**config.mk**
```make
export PLATFORM = sky130hd
export DESIGN_NAME = rc4_encrypt
export DESIGN_NICKNAME = d
export VERILOG_FILES = /design/src/rtl/rc4_encrypt.sv
export SDC_FILE = /design/constraint.sdc
export NUM_CORES = 1
export LEC_CHECK = 0
export ABC_AREA = 1
export BUFFER_PORTS_ARGS = -buffer_cell sky130_fd_sc_hd__buf_2
export CORE_MARGIN = 8
export CORE_UTILIZATION = 62
export DETAILED_ROUTE_END_ITERATION = 7
export PLACE_DENSITY = 0.9
export SYNTH_ARGS = -nofsm -noshare
export SYNTH_HDL_FRONTEND = slang
export SYNTH_SLANG_ARGS = --single-unit
```
**constraint.sdc**
```tcl
create_clock -name clk_i -period 5.1 [get_ports clk_i]
set_input_delay 0.51 -clock clk_i [delete_from_list [all_inputs] [get_ports clk_i]]
set_output_delay 0.51 -clock clk_i [all_outputs]
set_load 0.02 [all_outputs]
```
**src/rtl/rc4_encrypt.sv**
```systemverilog
// rc4_encrypt: RC4 encryptor for a 24-bit key.
//   Builds the RC4 permutation in an external S RAM (identity fill, then KSA),
//   runs MSG_LEN PRGA steps and writes C[k] = P[k] ^ keystream[k] to the
//   ciphertext RAM.
// Ports:
//   clk_i, reset_i        clock, asynchronous active-high reset
//   start_i, secret_key_i 1-cycle request; key {K0,K1,K2} latched with it
//   s_addr_o/s_wdata_o/s_we_o/s_q_i   S RAM (registered read, 2-cycle latency)
//   p_addr_o/p_q_i                    plaintext ROM (registered read)
//   c_addr_o/c_wdata_o/c_we_o         ciphertext RAM
//   busy_o, done_o                    status
// All RAM-side outputs are registered.
module rc4_encrypt #(
  parameter int MSG_LEN = 32
) (
  input  logic        clk_i,
  input  logic        reset_i,
  input  logic        start_i,
  input  logic [23:0] secret_key_i,
  output logic [7:0]  s_addr_o,
  output logic [7:0]  s_wdata_o,
  output logic        s_we_o,
  input  logic [7:0]  s_q_i,
  output logic [7:0]  p_addr_o,
  input  logic [7:0]  p_q_i,
  output logic [7:0]  c_addr_o,
  output logic [7:0]  c_wdata_o,
  output logic        c_we_o,
  output logic        busy_o,
  output logic        done_o
);

  localparam logic [7:0] K_LAST = 8'(MSG_LEN - 1);

  typedef enum logic [4:0] {
    IDLE, INIT,
    K_RDI, K_WI, K_LI, K_RDJ, K_WJ, K_LJ, K_WRJ, K_WRI,
    P_INC, P_RDI, P_WI, P_LI, P_RDJ, P_WJ, P_LJ, P_WRJ, P_WRI,
    P_RDF, P_WF, P_LF,
    DONE
  } state_t;

  state_t      state_q, state_d;
  logic [23:0] key_q, key_d;
  logic [7:0]  i_q, i_d, j_q, j_d, k_q, k_d;
  logic [1:0]  kidx_q, kidx_d;
  logic [7:0]  si_q, si_d, sj_q, sj_d;
  logic [7:0]  s_addr_q, s_addr_d, s_wdata_q, s_wdata_d;
  logic        s_we_q, s_we_d;
  logic [7:0]  p_addr_q, p_addr_d;
  logic [7:0]  c_addr_q, c_addr_d, c_wdata_q, c_wdata_d;
  logic        c_we_q, c_we_d;
  logic        busy_q, busy_d, done_q, done_d;
  logic [7:0]  key_byte;

  // Key byte for the current KSA step; kidx tracks i mod 3 without a divider.
  always_comb begin
    case (kidx_q)
      2'd0:    key_byte = key_q[23:16];
      2'd1:    key_byte = key_q[15:8];
      default: key_byte = key_q[7:0];
    endcase
  end

  always_comb begin
    state_d   = state_q;
    key_d     = key_q;
    i_d       = i_q;
    j_d       = j_q;
    k_d       = k_q;
    kidx_d    = kidx_q;
    si_d      = si_q;
    sj_d      = sj_q;
    s_addr_d  = s_addr_q;
    s_wdata_d = s_wdata_q;
    s_we_d    = 1'b0;
    p_addr_d  = p_addr_q;
    c_addr_d  = c_addr_q;
    c_wdata_d = c_wdata_q;
    c_we_d    = 1'b0;
    busy_d    = busy_q;
    done_d    = done_q;

    case (state_q)
      IDLE, DONE: begin
        if (state_q == DONE) begin
          busy_d = 1'b0;
          done_d = 1'b1;
        end
        if (start_i) begin
          key_d   = secret_key_i;
          i_d     = 8'd0;
          j_d     = 8'd0;
          k_d     = 8'd0;
          kidx_d  = 2'd0;
          done_d  = 1'b0;
          busy_d  = 1'b1;
          state_d = INIT;
        end
      end
      INIT: begin
        s_we_d    = 1'b1;
        s_addr_d  = i_q;
        s_wdata_d = i_q;
        i_d       = i_q + 8'd1;      // wraps to 0 after 255
        if (i_q == 8'hFF) state_d = K_RDI;
      end
      K_RDI: begin s_addr_d = i_q; state_d = K_WI; end
      K_WI:  state_d = K_LI;
      K_LI: begin
        si_d    = s_q_i;
        j_d     = j_q + s_q_i + key_byte;
        state_d = K_RDJ;
      end
      K_RDJ: begin s_addr_d = j_q; state_d = K_WJ; end
      K_WJ:  state_d = K_LJ;
      K_LJ:  begin sj_d = s_q_i; state_d = K_WRJ; end
      K_WRJ: begin
        s_we_d = 1'b1; s_addr_d = j_q; s_wdata_d = si_q;
        state_d = K_WRI;
      end
      K_WRI: begin
        s_we_d = 1'b1; s_addr_d = i_q; s_wdata_d = sj_q;
        i_d    = i_q + 8'd1;
        kidx_d = (kidx_q == 2'd2) ? 2'd0 : kidx_q + 2'd1;
        if (i_q == 8'hFF) begin
          j_d     = 8'd0;
          state_d = P_INC;
        end else begin
          state_d = K_RDI;
        end
      end
      P_INC: begin i_d = i_q + 8'd1; state_d = P_RDI; end
      P_RDI: begin s_addr_d = i_q; state_d = P_WI; end
      P_WI:  state_d = P_LI;
      P_LI: begin
        si_d    = s_q_i;
        j_d     = j_q + s_q_i;
        state_d = P_RDJ;
      end
      P_RDJ: begin s_addr_d = j_q; state_d = P_WJ; end
      P_WJ:  state_d = P_LJ;
      P_LJ:  begin sj_d = s_q_i; state_d = P_WRJ; end
      P_WRJ: begin
        s_we_d = 1'b1; s_addr_d = j_q; s_wdata_d = si_q;
        state_d = P_WRI;
      end
      P_WRI: begin
        s_we_d = 1'b1; s_addr_d = i_q; s_wdata_d = sj_q;
        state_d = P_RDF;
      end
      // si+sj taken from the pre-swap values equals S[i]+S[j] after the swap.
      P_RDF: begin
        s_addr_d = si_q + sj_q;
        p_addr_d = k_q;
        state_d  = P_WF;
      end
      P_WF: state_d = P_LF;
      P_LF: begin
        c_we_d    = 1'b1;
        c_addr_d  = k_q;
        c_wdata_d = s_q_i ^ p_q_i;
        if (k_q == K_LAST) begin
          state_d = DONE;
        end else begin
          k_d     = k_q + 8'd1;
          state_d = P_INC;
        end
      end
      default: state_d = IDLE;
    endcase
  end

  always_ff @(posedge clk_i or posedge reset_i) begin
    if (reset_i) begin
      state_q   <= IDLE;
      key_q     <= '0;
      i_q       <= '0;
      j_q       <= '0;
      k_q       <= '0;
      kidx_q    <= '0;
      si_q      <= '0;
      sj_q      <= '0;
      s_addr_q  <= '0;
      s_wdata_q <= '0;
      s_we_q    <= 1'b0;
      p_addr_q  <= '0;
      c_addr_q  <= '0;
      c_wdata_q <= '0;
      c_we_q    <= 1'b0;
      busy_q    <= 1'b0;
      done_q    <= 1'b0;
    end else begin
      state_q   <= state_d;
      key_q     <= key_d;
      i_q       <= i_d;
      j_q       <= j_d;
      k_q       <= k_d;
      kidx_q    <= kidx_d;
      si_q      <= si_d;
      sj_q      <= sj_d;
      s_addr_q  <= s_addr_d;
      s_wdata_q <= s_wdata_d;
      s_we_q    <= s_we_d;
      p_addr_q  <= p_addr_d;
      c_addr_q  <= c_addr_d;
      c_wdata_q <= c_wdata_d;
      c_we_q    <= c_we_d;
      busy_q    <= busy_d;
      done_q    <= done_d;
    end
  end

  assign s_addr_o  = s_addr_q;
  assign s_wdata_o = s_wdata_q;
  assign s_we_o    = s_we_q;
  assign p_addr_o  = p_addr_q;
  assign c_addr_o  = c_addr_q;
  assign c_wdata_o = c_wdata_q;
  assign c_we_o    = c_we_q;
  assign busy_o    = busy_q;
  assign done_o    = done_q;

endmodule

```
Word-level counts from Yosys, hierarchy flattened --
Index checks and enable logic that the tools add are counted.
Word-level totals: input bits 43, memory bits (read-only) 0, logic and storage cells 102, memories 0, bits in latches 0, register bits after elaboration 115, RAM bits 0, output and inout bits 44
Operators by class: muxes and demuxes 23, equality and inequality tests 30, multipliers 0, shifts and indexed selects 0, bitwise logic cells 1, $lt $le $gt $ge 0, reduce and logical (&&, ||, !) cells 25, div/mod/pow operators 0, add/sub/neg operators 6
Operator list (count):
- $pmux 5 s22 | 1
- $pmux 8 s2 | 3
- $pmux 8 s3 | 2
- $eq 5x4->1 const B | 8
- $eq 5x5->1 const B | 7
- $pmux 8 s4 | 1
- $add 8x8->8 | 3
- $mux 8 | 3
- $eq 5x3->1 const B | 4
- $add 8x1->8 const B | 2
- $mux 5 | 3
- $eq 5x2->1 const B | 2
- $reduce_and 2->1 | 5
- $reduce_or 2->1 | 5
- $reduce_or 5->1 | 2
- $eq 8x5->1 const B | 1
- $eq 8x8->1 const B | 1
- $ne 2x2->1 const B | 4
- $reduce_bool 2->1 | 4
- $xor 8x8->8 | 1
- $mux 1 | 6
- $reduce_and 3->1 | 2
- $reduce_bool 3->1 | 2
- $eq 5x1->1 const B | 1
- other kinds (11) | 12

Logic depth before layout (Yosys ltp) --
depth in word-level cells 4, gate-level depth with buffers 15, gate-level depth less buffers 15

Worst setup path before layout --
No wires, ideal clock.
kind input to register, start point input s_q_i[0], end point register j_q[5], required time 4.974 ns, library setup time 0.126 ns, buffers on the path 0, cell stages on the path 13, data arrival time 2.364 ns, path slack 2.609 ns, path through ha_1 > fa_1 > nand3_1 > nand2_1 > xor2_1 > inv_1 > ha_1 > inv_1 > o21ai_0 > o21bai_1 > a21oi_1 > o21ai_0 > nand3_1
Between the ends: longest elaborated chain between the ends 3
RTL lines:
- start: declaration | RTL line 23 | input logic [7:0] s_q_i,
- $add 8x8->8 * | RTL line 112, 138
- $add 8x8->8 | RTL line 112 | j_d = j_q + s_q_i + key_byte;
- $pmux 8 s4 * | RTL line 84 | case (state_q)
- end signal: assignment | RTL line 197 | j_q <= j_d;
- end: declaration | RTL line 45 | logic [7:0] i_q, i_d, j_q, j_d, k_q, k_d;
Every way passes the cells marked *; elsewhere a longest branch is shown, timed or not. A chain may end at the register's enable or synchronous reset.

Final worst setup path --
start point register j_q[0], end point register j_q[7]
Between the ends: longest elaborated chain between the ends 3
RTL lines (RTL line):
- $add 8x8->8 * | 112, 138
- $add 8x8->8 | 112
- $pmux 8 s4 * | 84
Marked as above.

==> results by group <==
Clocking
  • CTS Hold Bufs: 0
  • Clock Latency Late Sink: 0.53 ns
  • H-tree levels: 4
  • Clk sinks: 115
  • CTS tree: yes
  • CTS Buffer Depth: 2
  • Post-cts resize count: 0
  • Root buffer cell: clkbuf_8
  • Inserted Clock Buffers: 17
  • Clock Pin Slew Worst Setup and Hold Paths: 0.06 ns
  • Post-CTS setup buffers: 0

Floorplan
  • Initial Util: 64.1%
  • Die Y: 117 um
  • Cell row count: 36
  • Ports: 87
  • Core ar.: 0.00977 mm^2
  • Full die area: 0.0136 mm^2
  • Die W: 117 um

Synth
  • Syn Nets: 849
  • Ys flop type: dfrtp_1
  • Synth area leader: dfrtp_1
  • Main combinational cell family by area after synthesis: simple AND/OR/NAND/NOR gates
  • Register area share after synthesis: 45.9%
  • Synth async-reset ratio: 100%
  • Post-synth EDFFs: 0
  • #FFs+latches synth: 115
  • Synth top area cells: dfrtp_1, nand2_1, inv_1
  • Yosys warns: 0
  • Syn Area/Cell: 8.04 um^2
  • Mux contribution to synthesized area: 0%
  • Cells after Synth: 780
  • Compound-gate portion of the synthesized area: 14.6%
  • Cell variety after synth: 40
  • Area of the mapped netlist: 0.00627 mm^2
  • Post-Synth XOR/XNOR Area: 3.07%
  • Synth Area in Simple Gates: 23.1%
  • Yosys top cell area share: 45.9%
  • Adder-Cell Fraction of Synth Area: 5.55%

Finish
  • Layout cell share with drive strength beyond 1: 16.6%
  • Fillers: 735
  • Final net count: 939
  • Leading cell type in the layout, fill and taps excluded: nand2_1
  • Max FFs per register: 24
  • Multi-input combinational cell area: 0.00291 mm^2
  • Layout Cells excl Fill: 1016
  • # diodes: 0
  • P&R area growth vs syn: 17.5%
  • Most frequent cells in the layout: nand2_1, dfrtp_1, inv_1
  • Reg with most FFs: key_q
  • FF+latch area: 0.00288 mm^2

Timing
  • Endpoints failing setup: 0
  • Worst rel slew slack: 22.4%
  • Sum Neg Setup Slack: 0 ns
  • Final Hold Slack: 0.115 ns
  • Slew @ Worst Pin: 1.16 ns
  • Final Hold Viols: 0
  • Max-slew violations: 0
  • Final period util: 51.7%
  • RSZ-0062 raised after global routing: false
  • Fin crit period: 2.63 ns
  • Clock skew: 0.00796 ns
  • Fmax achieved: 0.380 GHz

Critical path
  • Setup crit start kind: flip-flop
  • Worst path arrival time: 3.05 ns
  • Slowest cell on crit path: fa_1
  • Crit. End Element: flip-flop
  • CP Max Fanout: 4
  • Crit Path Class: reg -> reg
  • Critical path, cell by cell: ha_1 > fa_1 > nand3_1 > nand2_1 > xor2_1 > inv_1 > ha_1 > inv_1 > o21ai_0 > nand2_1 > nand3_1 > nand3_1 > nand3_1 > nand3_1
  • Req. time, crit path: 5.51 ns
  • CP Buf/Inv Count: 2
  • Critical Path Max Stage Delay: 0.43 ns
  • Most common cell on crit path: nand3_1
  • CP delay by family, top: adder cells

Power and ir drop
  • Total power: 2.75 mW
  • Cell Pwr Density: 374 mW/mm^2
  • Max VDD drop: 0.000238 V
  • Static leakage: 3.90 nW

Global route
  • GRT Util Overall: 25.3%
  • First-pass GRT wire length: 26900 um
  • Vias in the first global route: 5637
  • GRT Residual Overflow: 0
  • Largest net degree at the start of global routing: 63
  • Initial antenna violation count: 0

Place
  • Placed cell count: 984
  • Post-detail-place hpwl: 11500 um
  • Final Wtd Congestion: 0.918
  • Port Buffer Count: 86

Routing
  • Drc violations: 0
  • DR WL/cell: 16.1 um
  • DR pass1 iterations: 5
  • DR vias: 5730
  • Overall routed net length: 16300 um
  • ANT nets after route: 0
  • DR iter-0 viols: 465
  • Vias per cell: 5.64

Outcome
  • Status: complete, no violations

Flow run
  • Max_cap viols: 0

Min path
  • Min-delay worst type: in -> async
[stage by stage]
step / instance area (um^2) / utilization [%] / setup WS [ns]
2_1_floorplan: 6270 / - / 1.55
3_3_place_gp: 6770 / 69.3 / 2.33
3_5_place_dp: 6770 / 69.3 / 2.25
4_1_cts: 7360 / 75.3 / 2.49
5_1_grt: 7360 / 75.3 / 2.21
6_report: 7360 / 75.3 / 2.47
[cell type report]
cell class	count	area share, %
Clock buffer	23	6.34
Multi-Input combinational cell	548	39.5
Clock inverter	9	1.73
Inverter	101	5.18
Sequential cell	115	39.1
Timing Repair Buffer	87	5.95
Tap cell	133	2.26
[power breakdown]
group / switching (mW) / internal, mW
Sequential: 0.0490 / 0.969
Clock: 0.408 / 0.780
Combinational: 0.341 / 0.205
[synth_stat cells (4+ instances only)]
cell	instances
nor3_1	4
xor2_1	12
inv_2	7
xnor2_1	10
buf_2	7
o21ai_0	69
ha_1	23
nor2_1	57
a21oi_1	43
nand2_2	5
nand2_1	204
nand3_1	33
o22ai_1	21
dfrtp_1	115
o21ai_1	14
nand4_1	12
clkbuf_1	4
buf_6	5
nor2_4	5
a31oi_1	4
inv_1	93
[cells by family (layout without fill, tap and decap cells)]
group / after synthesis / count (layout)
compound gates: 166 / 166
fa+ha+maj: 26 / 26
simple gates: 334 / 334
xor+xnor: 22 / 22
buf+inv: 117 / 220
flops: 115 / 115
[routing by layer]
metal	global-route usage (%)	wire length (um)	vias to the layer above
met5	0	0	-
met4	10.3	460	0
met3	6.98	1510	46
met2	40.8	7500	289
met1	31.6	6840	2655
li1	-	-	2740
[path summary, 6_finish.rpt]
check                      cells after the start      endpoint  slack (ns)             from
hold reg to reg                                2   s_addr_o[4]        0.47      s_addr_o[4]
setup reg to reg                              14        j_q[7]        2.47           j_q[0]
min in group clk_i                             3      key_q[1]        0.18  secret_key_i[1]
max in group asynchronous                      3  s_wdata_o[4]        3.79          reset_i
setup / recovery                              14        j_q[7]        2.47           j_q[0]
hold / removal                                 2     key_q[17]        0.12          reset_i
No activity file was read; power rests on OpenSTA's default activity.
